$ cat src/rtl/clock_controller_pkg.sv
// rtl/clock_controller_pkg.sv - shared state encoding and divider defaults for clock_controller
// Contents:
//   state_t            controller state, encoded as it appears on the mode port
//   DIV_WIDTH_DEFAULT  default prescaler width
//   DIV_DEFAULT_VALUE  default divider reload value
package clock_controller_pkg;

  typedef enum logic [1:0] {
    ST_STOPPED = 2'b00,
    ST_RUNNING = 2'b01,
    ST_STEP    = 2'b10,
    ST_HALTED  = 2'b11
  } state_t;

  localparam int          DIV_WIDTH_DEFAULT = 24;
  localparam logic [23:0] DIV_DEFAULT_VALUE = 24'd4_999_999;

endpackage

$ cat src/rtl/tick_prescaler.sv
// rtl/tick_prescaler.sv - divider register and free-run down-counter
// Ports:
//   clk        system clock
//   clr        synchronous active-high reset; div_reg and counter go to DIV_DEFAULT
//   start      controller is entering free-run this cycle; counter loads div_reg
//   run        controller is in free-run and stays there this cycle
//   div_load   writes div_value into div_reg (and into the counter while running)
//   div_value  new divider value
//   tick       combinational: counter expired this cycle, an enable is due
module tick_prescaler
  import clock_controller_pkg::*;
#(
  parameter int                   DIV_WIDTH   = DIV_WIDTH_DEFAULT,
  parameter logic [DIV_WIDTH-1:0] DIV_DEFAULT = '0
) (
  input  logic                 clk,
  input  logic                 clr,
  input  logic                 start,
  input  logic                 run,
  input  logic                 div_load,
  input  logic [DIV_WIDTH-1:0] div_value,
  output logic                 tick
);

  logic [DIV_WIDTH-1:0] div_reg;
  logic [DIV_WIDTH-1:0] count;

  // A divider write while counting restarts the period, so it never fires.
  assign tick = run && !div_load && (count == '0);

  always_ff @(posedge clk) begin
    if (clr) begin
      div_reg <= DIV_DEFAULT;
      count   <= DIV_DEFAULT;
    end else begin
      if (div_load) begin
        div_reg <= div_value;
      end
      // A write arriving on the entry cycle takes effect immediately too.
      if (div_load && (start || run)) begin
        count <= div_value;
      end else if (start) begin
        count <= div_reg;
      end else if (run) begin
        count <= (count == '0) ? div_reg : count - 1'b1;
      end
    end
  end

endmodule

$ cat src/rtl/clock_controller.sv
// rtl/clock_controller.sv - CPU clock-enable controller: free-run, single-step and halt
// Ports:
//   clk          system clock
//   clr          synchronous active-high reset
//   step_pulse   one-cycle request for a single CPU tick
//   run_toggle   one-cycle pulse toggling free-run
//   restart      one-cycle pulse leaving HALTED (only while halt is low)
//   halt         level, HLT from the CPU control word
//   div_load     loads div_value into the divider register
//   div_value    new divider value
//   cpu_clk_en   registered one-cycle CPU clock enable
//   cpu_clk_led  registered, toggles on every enable
//   mode         current state (STOPPED=00 RUNNING=01 STEP=10 HALTED=11)
//   tick_count   number of enables issued, wrapping
module clock_controller
  import clock_controller_pkg::*;
#(
  parameter int                   DIV_WIDTH   = DIV_WIDTH_DEFAULT,
  parameter logic [DIV_WIDTH-1:0] DIV_DEFAULT = DIV_DEFAULT_VALUE
) (
  input  logic                 clk,
  input  logic                 clr,
  input  logic                 step_pulse,
  input  logic                 run_toggle,
  input  logic                 restart,
  input  logic                 halt,
  input  logic                 div_load,
  input  logic [DIV_WIDTH-1:0] div_value,
  output logic                 cpu_clk_en,
  output logic                 cpu_clk_led,
  output logic [1:0]           mode,
  output logic [15:0]          tick_count
);

  state_t state;
  state_t next_state;
  logic   start;
  logic   run;
  logic   step_fire;
  logic   tick;
  logic   fire;

  // Input priority: halt > restart > run_toggle > step_pulse (clr handled in the register).
  // restart outranks run_toggle everywhere, so outside HALTED it simply masks the cycle.
  always_comb begin
    next_state = state;
    if (halt) begin
      next_state = ST_HALTED;
    end else begin
      case (state)
        ST_STOPPED: begin
          if (restart)         next_state = ST_STOPPED;
          else if (run_toggle) next_state = ST_RUNNING;
          else if (step_pulse) next_state = ST_STEP;
        end
        ST_RUNNING: begin
          if (!restart && run_toggle) next_state = ST_STOPPED;
        end
        ST_STEP:    next_state = ST_STOPPED;
        ST_HALTED: begin
          if (restart) next_state = ST_STOPPED;
        end
        default:    next_state = ST_STOPPED;
      endcase
    end
  end

  assign start     = (state != ST_RUNNING) && (next_state == ST_RUNNING);
  assign run       = (state == ST_RUNNING) && (next_state == ST_RUNNING);
  // The step enable is registered on the entry edge, so it is visible during STEP.
  assign step_fire = (state == ST_STOPPED) && (next_state == ST_STEP);
  assign fire      = step_fire || tick;

  tick_prescaler #(
    .DIV_WIDTH  (DIV_WIDTH),
    .DIV_DEFAULT(DIV_DEFAULT)
  ) u_prescaler (
    .clk      (clk),
    .clr      (clr),
    .start    (start),
    .run      (run),
    .div_load (div_load),
    .div_value(div_value),
    .tick     (tick)
  );

  always_ff @(posedge clk) begin
    if (clr) begin
      state       <= ST_STOPPED;
      cpu_clk_en  <= 1'b0;
      cpu_clk_led <= 1'b0;
      tick_count  <= 16'd0;
    end else begin
      state      <= next_state;
      cpu_clk_en <= fire;
      if (fire) begin
        cpu_clk_led <= ~cpu_clk_led;
        tick_count  <= tick_count + 16'd1;
      end
    end
  end

  assign mode = state;

endmodule

$ cat config.mk
export PLATFORM = sky130hd
export DESIGN_NAME = clock_controller
export DESIGN_NICKNAME = d
export VERILOG_FILES = /design/src/rtl/clock_controller_pkg.sv /design/src/rtl/tick_prescaler.sv /design/src/rtl/clock_controller.sv
export SDC_FILE = /design/constraint.sdc
export NUM_CORES = 1
export LEC_CHECK = 0
export CAP_MARGIN = 10
export CORE_MARGIN = 2
export CORE_UTILIZATION = 49
export CTS_CLUSTER_SIZE = 28
export DETAILED_ROUTE_END_ITERATION = 12
export DONT_BUFFER_PORTS = 1
export GPL_TIMING_DRIVEN = 1
export PLACE_DENSITY = 0.74
export SYNTH_ARGS = -nofsm -noshare
export SYNTH_HDL_FRONTEND = slang
export SYNTH_SLANG_ARGS = --single-unit
$ cat constraint.sdc
create_clock -name clk -period 3 [get_ports clk]
set_input_delay 0.45 -clock clk [delete_from_list [all_inputs] [get_ports clk]]
set_output_delay 0.45 -clock clk [all_outputs]
set_load 0.02 [all_outputs]
==> results of run 1 <==
-- stage by stage --
stage	area, um^2	setup WS (ns)
after floorplan	3530	0.466
after global placement	3610	0.446
after detailed placement	3610	0.385
after CTS	3850	0.381
after global routing	3850	0.275
final	3850	0.363
-- worst max-delay path, cell delays in order (launching register included) --
cell     delay (ns)
dfxtp_1        0.36
or4_4          0.57
or2_4          0.27
or3_2          0.64
nand2_1        0.27
o41ai_1        0.12
a211o_1        0.30
-- worst max path at each step --
stage	from	endpoint	slack, ns	cells past startpoint
2_1_floorplan	u_prescaler.count[4]$_SDFFE_PP1P_	tick_count[15]$_SDFFE_PP0P_	0.47	6
3_3_place_gp	u_prescaler.count[4]$_SDFFE_PP1P_	u_prescaler.count[22]$_SDFFE_PP1P_	0.45	6
3_5_place_dp	u_prescaler.count[4]$_SDFFE_PP1P_	u_prescaler.count[22]$_SDFFE_PP1P_	0.39	6
4_1_cts	u_prescaler.count[4]$_SDFFE_PP1P_	u_prescaler.count[22]$_SDFFE_PP1P_	0.38	6
5_1_grt	u_prescaler.count[4]$_SDFFE_PP1P_	tick_count[15]$_SDFFE_PP0P_	0.27	6
6_report	u_prescaler.count[4]$_SDFFE_PP1P_	u_prescaler.count[22]$_SDFFE_PP1P_	0.36	6
-- placed cells by master (no fill, tap or decap), types with 2 or more instances in the layout --
master      synthesis  final
nor3_2              2      3
or3_2               4      4
a311oi_1            4      4
and3_1              4      4
or4_1               7      7
buf_4               0      8
clkinvlp_4          0      3
nor2_1             48     48
a211oi_1            8      8
o22ai_1             3      3
nand4_1             3      3
nand3b_1            3      3
o32ai_1             2      2
o211ai_1            2      2
nand2b_1            6      6
mux2i_1            14     14
or3_1               8      8
o21ai_0            29     29
ha_1                3      3
nor4_1              6      6
o31ai_1             7      7
and2_1              3      3
inv_1              14     14
xnor2_1            10     10
a21oi_1            40     40
clkbuf_8            1      9
o2111ai_1           4      4
a31oi_1             9      9
nand2_1            28     28
nor3_1             17     16
o22a_1              2      2
nand3_1             9      9
bufinv_16           0      3
xor2_1             13     13
a211o_1             7      7
dfxtp_1            68     68
-- where the power goes --
group,internal [uW],switching [uW],total [uW]
clock,552,366,917
combinational,68.5,84.9,153
sequential,944,42.9,987
total,1560,493,2060
-- layer usage --
layer,GRT usage,routed length (um),part of all wire,vias to the layer above
li1,-,-,-,1561
met1,0.330,4070,0.46,1461
met2,0.358,3950,0.45,120
met3,0.0560,631,0.071,17
met4,0.112,180,0.020,0
met5,0,0,0,-
-- kinds of logic after synthesis --
family / count (synthesis) / synth area share
xor+xnor: 23 / 0.0571
mux: 14 / 0.0397
buf+inv: 39 / 0.0443
flops: 68 / 0.386
fa+ha+maj: 3 / 0.0106
compound gates: 126 / 0.231
simple gates: 157 / 0.232
-- final cells by class --
type,instances,area share
multi-input combinational,323,0.524
tap,96,0.0312
clock inverter,6,0.0292
inverter,14,0.0136
clock buffer,10,0.0331
timing repair buffer,8,0.0156
sequential,68,0.353
==> results.py, run 1 <==
metrics = {
    "timing": {
        "period_needed_ns": 2.64,
        "fin_skew_ns": 0.0104,
        "hold_viol": 0,
        "finalCritPeriodShare": 0.879,
        "slew_headroom": 0.545,
        "tightest_slew_ns": 0.678,
        "setup_viol": 0,
        "fmax_mhz": 379,
        "finalMaxSlewViolations": 0,
        "rsz0062_at_grt": "no",
        "whs_ns": 0.188,
        "fin_tns_setup_ns": 0,
    },
    "routing": {
        "viasPerCell": 6.02,
        "ant_nets": 0,
        "vias": 3159,
        "firstDrtPassIters": 5,
        "wirelength_um": 8830,
        "route.detailed.drc": 0,
        "post_drt_wl_per_cell_um": 16.8,
        "drt_iter0_drc": 165,
    },
    "cts": {
        "holdBufCountCts": 0,
        "root_buffer": "clkbuf_8",
        "cts_tree": "done",
        "htreeDepth": 3,
        "numCtsBuffers": 9,
        "clk_pin_slew_ns": 0.08,
        "cts_setup_buffers": 0,
        "clock_latency_ns": 0.36,
        "cts.path.max_buffers": 2,
        "clkSinkCount": 68,
        "cts_resized": 0,
    },
    "floorplan": {
        "core-area_um2": 6870,
        "die_area_um2": 7900,
        "initial_core_util": 0.514,
        "boundaryPins": 51,
        "rows": 30,
        "fp.dieW_um": 88.9,
        "die_h_um": 88.9,
    },
    "worst_hold_path": {
        "hp-class": "input port to register",
        "hold_path_depth": 1,
        "holdPathEnd": "u_prescaler.div_reg[6]$_SDFFE_PP0P_",
        "hp-start": "clr",
    },
    "finish": {
        "diodes": 0,
        "multiInputGateArea_um2": 2020,
        "fin_cells": 525,
        "register_area_um2": 1360,
        "finish.utilization": 0.561,
        "fin_nets": 458,
        "drive_above_1_share": 0.0886,
        "syn_to_final_growth_pct": 9.11,
        "fill_cells": 653,
    },
    "place": {
        "dp.final_hpwl_um": 5950,
        "port_buffers": 0,
        "dp.cells": 509,
        "place.gp.congestion": 0.895,
    },
    "synth": {
        "yosysWarnings": 0,
        "ys_ff_latch": 68,
        "synth_seq_area_share": 0.386,
        "synth_edf_count": 0,
        "async_flop_share": 0,
        "syn_area_um2": 3530,
        "yosys-top-cells-count": "dfxtp_1, nor2_1, a21oi_1, o21ai_0, nand2_1",
        "synth.most_common_cell": "dfxtp_1",
        "synth_nets": 464,
        "synth.top_cell.area_share": 0.386,
        "yosys-top-cells-area": "dfxtp_1, a21oi_1, nor2_1, o21ai_0, mux2i_1",
        "avgSynthCellArea_um2": 8.21,
        "syn_inst": 430,
        "synth_top_cell_by_area": "dfxtp_1",
        "synth_cell_types": 52,
        "synth_ff_type": "dfxtp_1",
    },
    "critical_path": {
        "critPathCaptureType": "register",
        "rr_endpoint": "u_prescaler.count[22]$_SDFFE_PP1P_",
        "cp_max_fo": 15,
        "reg2reg_from": "u_prescaler.count[4]$_SDFFE_PP1P_",
        "cp.arrival_ns": 2.89,
        "reg2regPathDepth": 6,
        "r2r_slack_ns": 0.36,
        "worstSetupStartpointType": "register",
        "critical_path_class": "register to register",
        "worstPathRequired_ns": 3.25,
    },
    "global_route": {
        "overflow": 0,
        "grt_pass1_vias": 2943,
        "grt_max_degree": 69,
        "grt_first_pass_wirelength_um": 14600,
        "grt_usage": 0.241,
        "antenna_found_initial": 0,
    },
    "power": {
        "ir_worst_vdd_mv": 0.424,
        "p_leak_uw": 0.00139,
        "p_per_area_nw_per_um2": 534,
        "total_power_uw": 2060,
    },
    "flow_run": {
        "cap_violations": 0,
    },
    "status": {
        "status": "finished, final reports clean",
    },
}
No activity file was read; power rests on OpenSTA's default activity.
==> inputs of run 2 (changes only) <==
--- a/config.mk
+++ b/config.mk
@@ -13,6 +13,7 @@
 export DONT_BUFFER_PORTS = 1
 export GPL_TIMING_DRIVEN = 1
 export PLACE_DENSITY = 0.74
+export REMOVE_ABC_BUFFERS = 1
 export SYNTH_ARGS = -nofsm -noshare
 export SYNTH_HDL_FRONTEND = slang
 export SYNTH_SLANG_ARGS = --single-unit
==> run 2 against run 1 <==
Against the previous run:
- wire length decreased by 0.27%
- register-to-register slack is essentially flat
- clock power decreased by 11%
- sequential power about the same
- worst setup slack about the same
- die area did not move
- clock skew fell by 0.0053 ns
==> results.py, run 2 (synthesis results as in run 1) <==
metrics = {
    "power": {
        "p_leak_uw": 0.00139,
        "total_power_uw": 1960,
        "p_per_area_nw_per_um2": 512,
        "ir_worst_vdd_mv": 0.379,
    },
    "critical_path": {
        "critical_path_class": "register to register",
        "path_depth": 6,
        "worstPathRequired_ns": 3.24,
        "path_buf_inv": 0,
        "path_delay_family": "simple AND/OR/NAND/NOR gates",
        "worstSetupStartpointType": "register",
        "critPathMaxStageDelay_ns": 0.64,
        "crit_chain": "or4_4 > or2_4 > or3_2 > nand2_1 > o41ai_1 > a211o_1",
        "reg2regPathDepth": 6,
        "cpMaxStageDelayCell": "or3_2",
        "cp_max_fo": 15,
        "critPathCaptureType": "register",
        "cp.arrival_ns": 2.87,
    },
    "routing": {
        "vias": 3232,
        "route.detailed.drc": 0,
        "firstDrtPassIters": 5,
        "post_drt_wl_per_cell_um": 16.7,
        "ant_nets": 0,
        "drt_iter0_drc": 254,
        "wirelength_um": 8800,
        "viasPerCell": 6.14,
    },
    "cts": {
        "cts.path.max_buffers": 2,
        "cts_tree": "done",
        "holdBufCountCts": 0,
        "cts_setup_buffers": 0,
        "cts_resized": 0,
        "root_buffer": "clkbuf_8",
        "numCtsBuffers": 9,
        "clkSinkCount": 68,
        "clock_latency_ns": 0.34,
        "clk_pin_slew_ns": 0.07,
        "htreeDepth": 3,
    },
    "floorplan": {
        "core-area_um2": 6870,
        "fp.dieW_um": 88.9,
        "initial_core_util": 0.514,
        "boundaryPins": 51,
        "die_h_um": 88.9,
        "die_area_um2": 7900,
        "rows": 30,
    },
    "timing": {
        "rsz0062_at_grt": "no",
        "fin_tns_setup_ns": 0,
        "fin_skew_ns": 0.00515,
        "slew_headroom": 0.361,
        "finalCritPeriodShare": 0.879,
        "tightest_slew_ns": 0.953,
        "finalMaxSlewViolations": 0,
        "hold_viol": 0,
        "setup_viol": 0,
        "period_needed_ns": 2.64,
        "fmax_mhz": 379,
    },
    "global_route": {
        "grt_first_pass_wirelength_um": 14300,
        "grt_pass1_vias": 2967,
        "grt_max_degree": 69,
        "overflow": 0,
        "grt_usage": 0.231,
        "antenna_found_initial": 0,
    },
    "status": {
        "status": "finished, final reports clean",
    },
    "worst_hold_path": {
        "hold_path_depth": 1,
        "hp-class": "input port to register",
    },
    "finish": {
        "mostFrequentLayoutCells": "dfxtp_1, nor2_1, a21oi_1",
        "register_area_um2": 1360,
        "syn_to_final_growth_pct": 8.61,
        "fin_nets": 459,
        "fill_cells": 649,
        "drive_above_1_share": 0.0930,
        "layout_commonest_cell": "dfxtp_1",
        "multiInputGateArea_um2": 2020,
        "diodes": 0,
    },
    "place": {
        "port_buffers": 0,
        "dp.final_hpwl_um": 5890,
        "place.gp.congestion": 0.922,
    },
    "flow_run": {
        "cap_violations": 0,
    },
}
run 2: cell count changes in the layout (fill, tap and decap cells not counted), sizes merged:
cell	delta
bufinv	-1
buf	+1
clkinv	+4
clkbuf	-1
clkinvlp	-2
run 2: cell type report:
type / count / area share
Clock inverter: 7 / 0.0238
Timing Repair Buffer: 9 / 0.0176
Inverter: 14 / 0.0137
Sequential cell: 68 / 0.355
Multi-Input combinational cell: 323 / 0.526
Tap cell: 96 / 0.0313
Clock buffer: 9 / 0.0323
run 2: per-layer routing:
metal / track usage / vias up / wire length (um)
met2: 0.372 / 141 / 4080
met5: 0 / - / 0
met3: 0.0616 / 20 / 721
met1: 0.301 / 1499 / 3850
met4: 0.0758 / 0 / 143
li1: - / 1572 / -
run 2: path summary, 6_finish.rpt:
check	slack [ns]	from	endpoint
max	0.36	u_prescaler.count[4]$_SDFFE_PP1P_	u_prescaler.count[22]$_SDFFE_PP1P_
min	0.16	clr	tick_count[9]$_SDFFE_PP0P_
max reg2reg	0.36	u_prescaler.count[4]$_SDFFE_PP1P_	u_prescaler.count[22]$_SDFFE_PP1P_
min reg2reg	0.46	u_prescaler.div_reg[5]$_SDFFE_PP1P_	u_prescaler.div_reg[5]$_SDFFE_PP1P_
run 2: per-stage QoR:
| stage | utilization | cells | cell area [um^2] | setup WS, ns | hold WS, ns |
|---|---|---|---|---|---|
| 2_1_floorplan | - | 405 | 3430 | 0.0170 | 0.427 |
| 3_3_place_gp | 0.527 | 510 | 3620 | 0.445 | 0.446 |
| 3_5_place_dp | 0.527 | 510 | 3620 | 0.383 | 0.453 |
| 4_1_cts | 0.558 | 526 | 3830 | 0.376 | 0.154 |
| 5_1_grt | 0.558 | 526 | 3830 | 0.260 | 0.152 |
| 6_report | 0.558 | 526 | 3830 | 0.364 | 0.165 |
run 2: where the power goes:
| group | switching, uW | total (uW) | internal [uW] |
|---|---|---|---|
| combinational | 86.0 | 156 | 70.2 |
| sequential | 42.6 | 987 | 944 |
| clock | 355 | 820 | 465 |
| total | 484 | 1960 | 1480 |
==> inputs of run 3 (changes only) <==
--- a/config.mk
+++ b/config.mk
@@ -6,7 +6,7 @@
 export NUM_CORES = 1
 export LEC_CHECK = 0
 export CAP_MARGIN = 10
-export CORE_MARGIN = 2
+export CORE_MARGIN = 5
 export CORE_UTILIZATION = 49
 export CTS_CLUSTER_SIZE = 28
 export DETAILED_ROUTE_END_ITERATION = 12
==> run 3 against run 2 <==
Against the previous run:
- worst hold slack gained 0.0042 ns
- sequential power is essentially flat
- maximum frequency shrank 1.2%
- final cell count grew 0.57%
- wire length shrank 0.70%
==> results.py, run 3 (synthesis results as in run 1) <==
metrics = {
    "status": {
        "status": "finished, final reports clean",
    },
    "routing": {
        "drt_iter0_drc": 196,
        "viasPerCell": 5.97,
        "post_drt_wl_per_cell_um": 16.5,
        "firstDrtPassIters": 5,
        "route.detailed.drc": 0,
        "wirelength_um": 8740,
        "ant_nets": 0,
        "vias": 3157,
    },
    "cts": {
        "cts_resized": 0,
        "root_buffer": "clkbuf_8",
        "clock_latency_ns": 0.34,
        "cts_tree": "done",
        "cts.path.max_buffers": 2,
        "clkSinkCount": 68,
        "numCtsBuffers": 9,
        "clk_pin_slew_ns": 0.07,
        "cts_setup_buffers": 0,
        "htreeDepth": 3,
        "holdBufCountCts": 0,
    },
    "finish": {
        "drive_above_1_share": 0.0837,
        "syn_to_final_growth_pct": 8.19,
        "layout_commonest_cell": "dfxtp_1",
        "mostFrequentLayoutCells": "dfxtp_1, nor2_1, a21oi_1",
        "fill_cells": 695,
        "fin_nets": 459,
        "diodes": 0,
    },
    "global_route": {
        "grt_pass1_vias": 3085,
        "grt_usage": 0.204,
        "grt_first_pass_wirelength_um": 14700,
        "overflow": 0,
        "grt_max_degree": 69,
        "antenna_found_initial": 0,
    },
    "floorplan": {
        "die_h_um": 94.9,
        "die_area_um2": 9000,
        "rows": 31,
        "core-area_um2": 7140,
        "initial_core_util": 0.495,
        "fp.dieW_um": 94.9,
        "boundaryPins": 51,
    },
    "power": {
        "total_power_uw": 1900,
        "p_per_area_nw_per_um2": 498,
        "p_leak_uw": 0.00138,
        "ir_worst_vdd_mv": 0.284,
    },
    "worst_hold_path": {
        "holdPathEnd": "tick_count[6]$_SDFFE_PP0P_",
        "hold_path_depth": 1,
        "hp-start": "clr",
        "hp-class": "input port to register",
    },
    "critical_path": {
        "path_delay_family": "simple AND/OR/NAND/NOR gates",
        "critPathCaptureType": "register",
        "r2r_slack_ns": 0.33,
        "path_buf_inv": 0,
        "critPathMaxStageDelay_ns": 0.64,
        "cpMaxStageDelayCell": "or3_2",
        "reg2regPathDepth": 6,
        "cp.arrival_ns": 2.90,
        "critical_path_class": "register to register",
        "crit_chain": "or4_4 > or2_4 > or3_2 > nand2_1 > o41ai_1 > a211o_1",
        "cp_max_fo": 15,
        "path_depth": 6,
        "rr_endpoint": "u_prescaler.count[22]$_SDFFE_PP1P_",
        "worstSetupStartpointType": "register",
        "worstPathRequired_ns": 3.23,
        "reg2reg_from": "u_prescaler.count[4]$_SDFFE_PP1P_",
    },
    "timing": {
        "hold_viol": 0,
        "finalCritPeriodShare": 0.889,
        "rsz0062_at_grt": "no",
        "period_needed_ns": 2.67,
        "fin_skew_ns": 0.00798,
        "setup_viol": 0,
        "slew_headroom": 0.388,
        "fin_tns_setup_ns": 0,
        "tightest_slew_ns": 0.915,
        "fmax_mhz": 375,
        "finalMaxSlewViolations": 0,
    },
    "place": {
        "port_buffers": 0,
        "dp.final_hpwl_um": 5960,
        "place.gp.congestion": 0.858,
    },
    "flow_run": {
        "cap_violations": 0,
    },
}
==> run 3: cell count changes in the layout (fill, tap and decap cells not counted) <==
cell | before | now
bufinv_16 | 2 | 1
clkbuf_1 | 0 | 4
clkbuf_8 | 9 | 11
clkinv_2 | 3 | 0
clkinv_4 | 1 | 0
clkinvlp_4 | 1 | 0
==> run 3: final cells by class <==
class                      count  area [um^2]  share of cell area
timing repair buffer           9         67.6              0.0177
clock buffer                  15          166              0.0436
sequential                    68         1360               0.356
tap                           99          124              0.0324
inverter                      14         52.6              0.0138
clock inverter                 1         30.0             0.00786
multi-input combinational    323         2020               0.528
==> run 3: how the worst max path moves through the flow <==
stage | slack (ns) | endpoint | startpoint
after CTS | 0.36 | u_prescaler.count[22]$_SDFFE_PP1P_ | u_prescaler.count[4]$_SDFFE_PP1P_
after detailed placement | 0.37 | u_prescaler.count[22]$_SDFFE_PP1P_ | u_prescaler.count[4]$_SDFFE_PP1P_
final | 0.33 | u_prescaler.count[22]$_SDFFE_PP1P_ | u_prescaler.count[4]$_SDFFE_PP1P_
after global placement | 0.44 | u_prescaler.count[22]$_SDFFE_PP1P_ | u_prescaler.count[4]$_SDFFE_PP1P_
after floorplan | 0.02 | u_prescaler.count[19]$_SDFFE_PP1P_ | run_toggle
after global routing | 0.25 | u_prescaler.count[22]$_SDFFE_PP1P_ | u_prescaler.count[4]$_SDFFE_PP1P_
==> run 3: worst reg2reg max path: cells and delay by family (launching register included) <==
kind | cells | cell delay, ns
DFF | 1 | 0.36
AOI/OAI and AO/OA | 2 | 0.41
and+or+nand+nor | 4 | 1.80
==> run 3: per-layer routing <==
metal | track usage | part of all wire
met1 | 0.247 | 0.43
met2 | 0.345 | 0.47
met3 | 0.0661 | 0.084
met4 | 0.0613 | 0.0085
met5 | 0 | 0
==> run 3: where the power goes <==
part	total, uW	switching (uW)	internal [uW]
Sequential	985	40.8	945
Combinational	153	84.2	69.2
Clock	763	332	432
==> run 3: stage by stage <==
step / utilization / hold WS [ns] / cell area [um^2] / setup WS, ns / instances
floorplan: - / 0.427 / 3430 / 0.0170 / 405
global route: 0.535 / 0.157 / 3820 / 0.253 / 529
detailed placement: 0.508 / 0.448 / 3620 / 0.371 / 513
global placement: 0.508 / 0.438 / 3620 / 0.443 / 513
CTS: 0.535 / 0.157 / 3820 / 0.358 / 529
finish: 0.535 / 0.169 / 3820 / 0.333 / 529
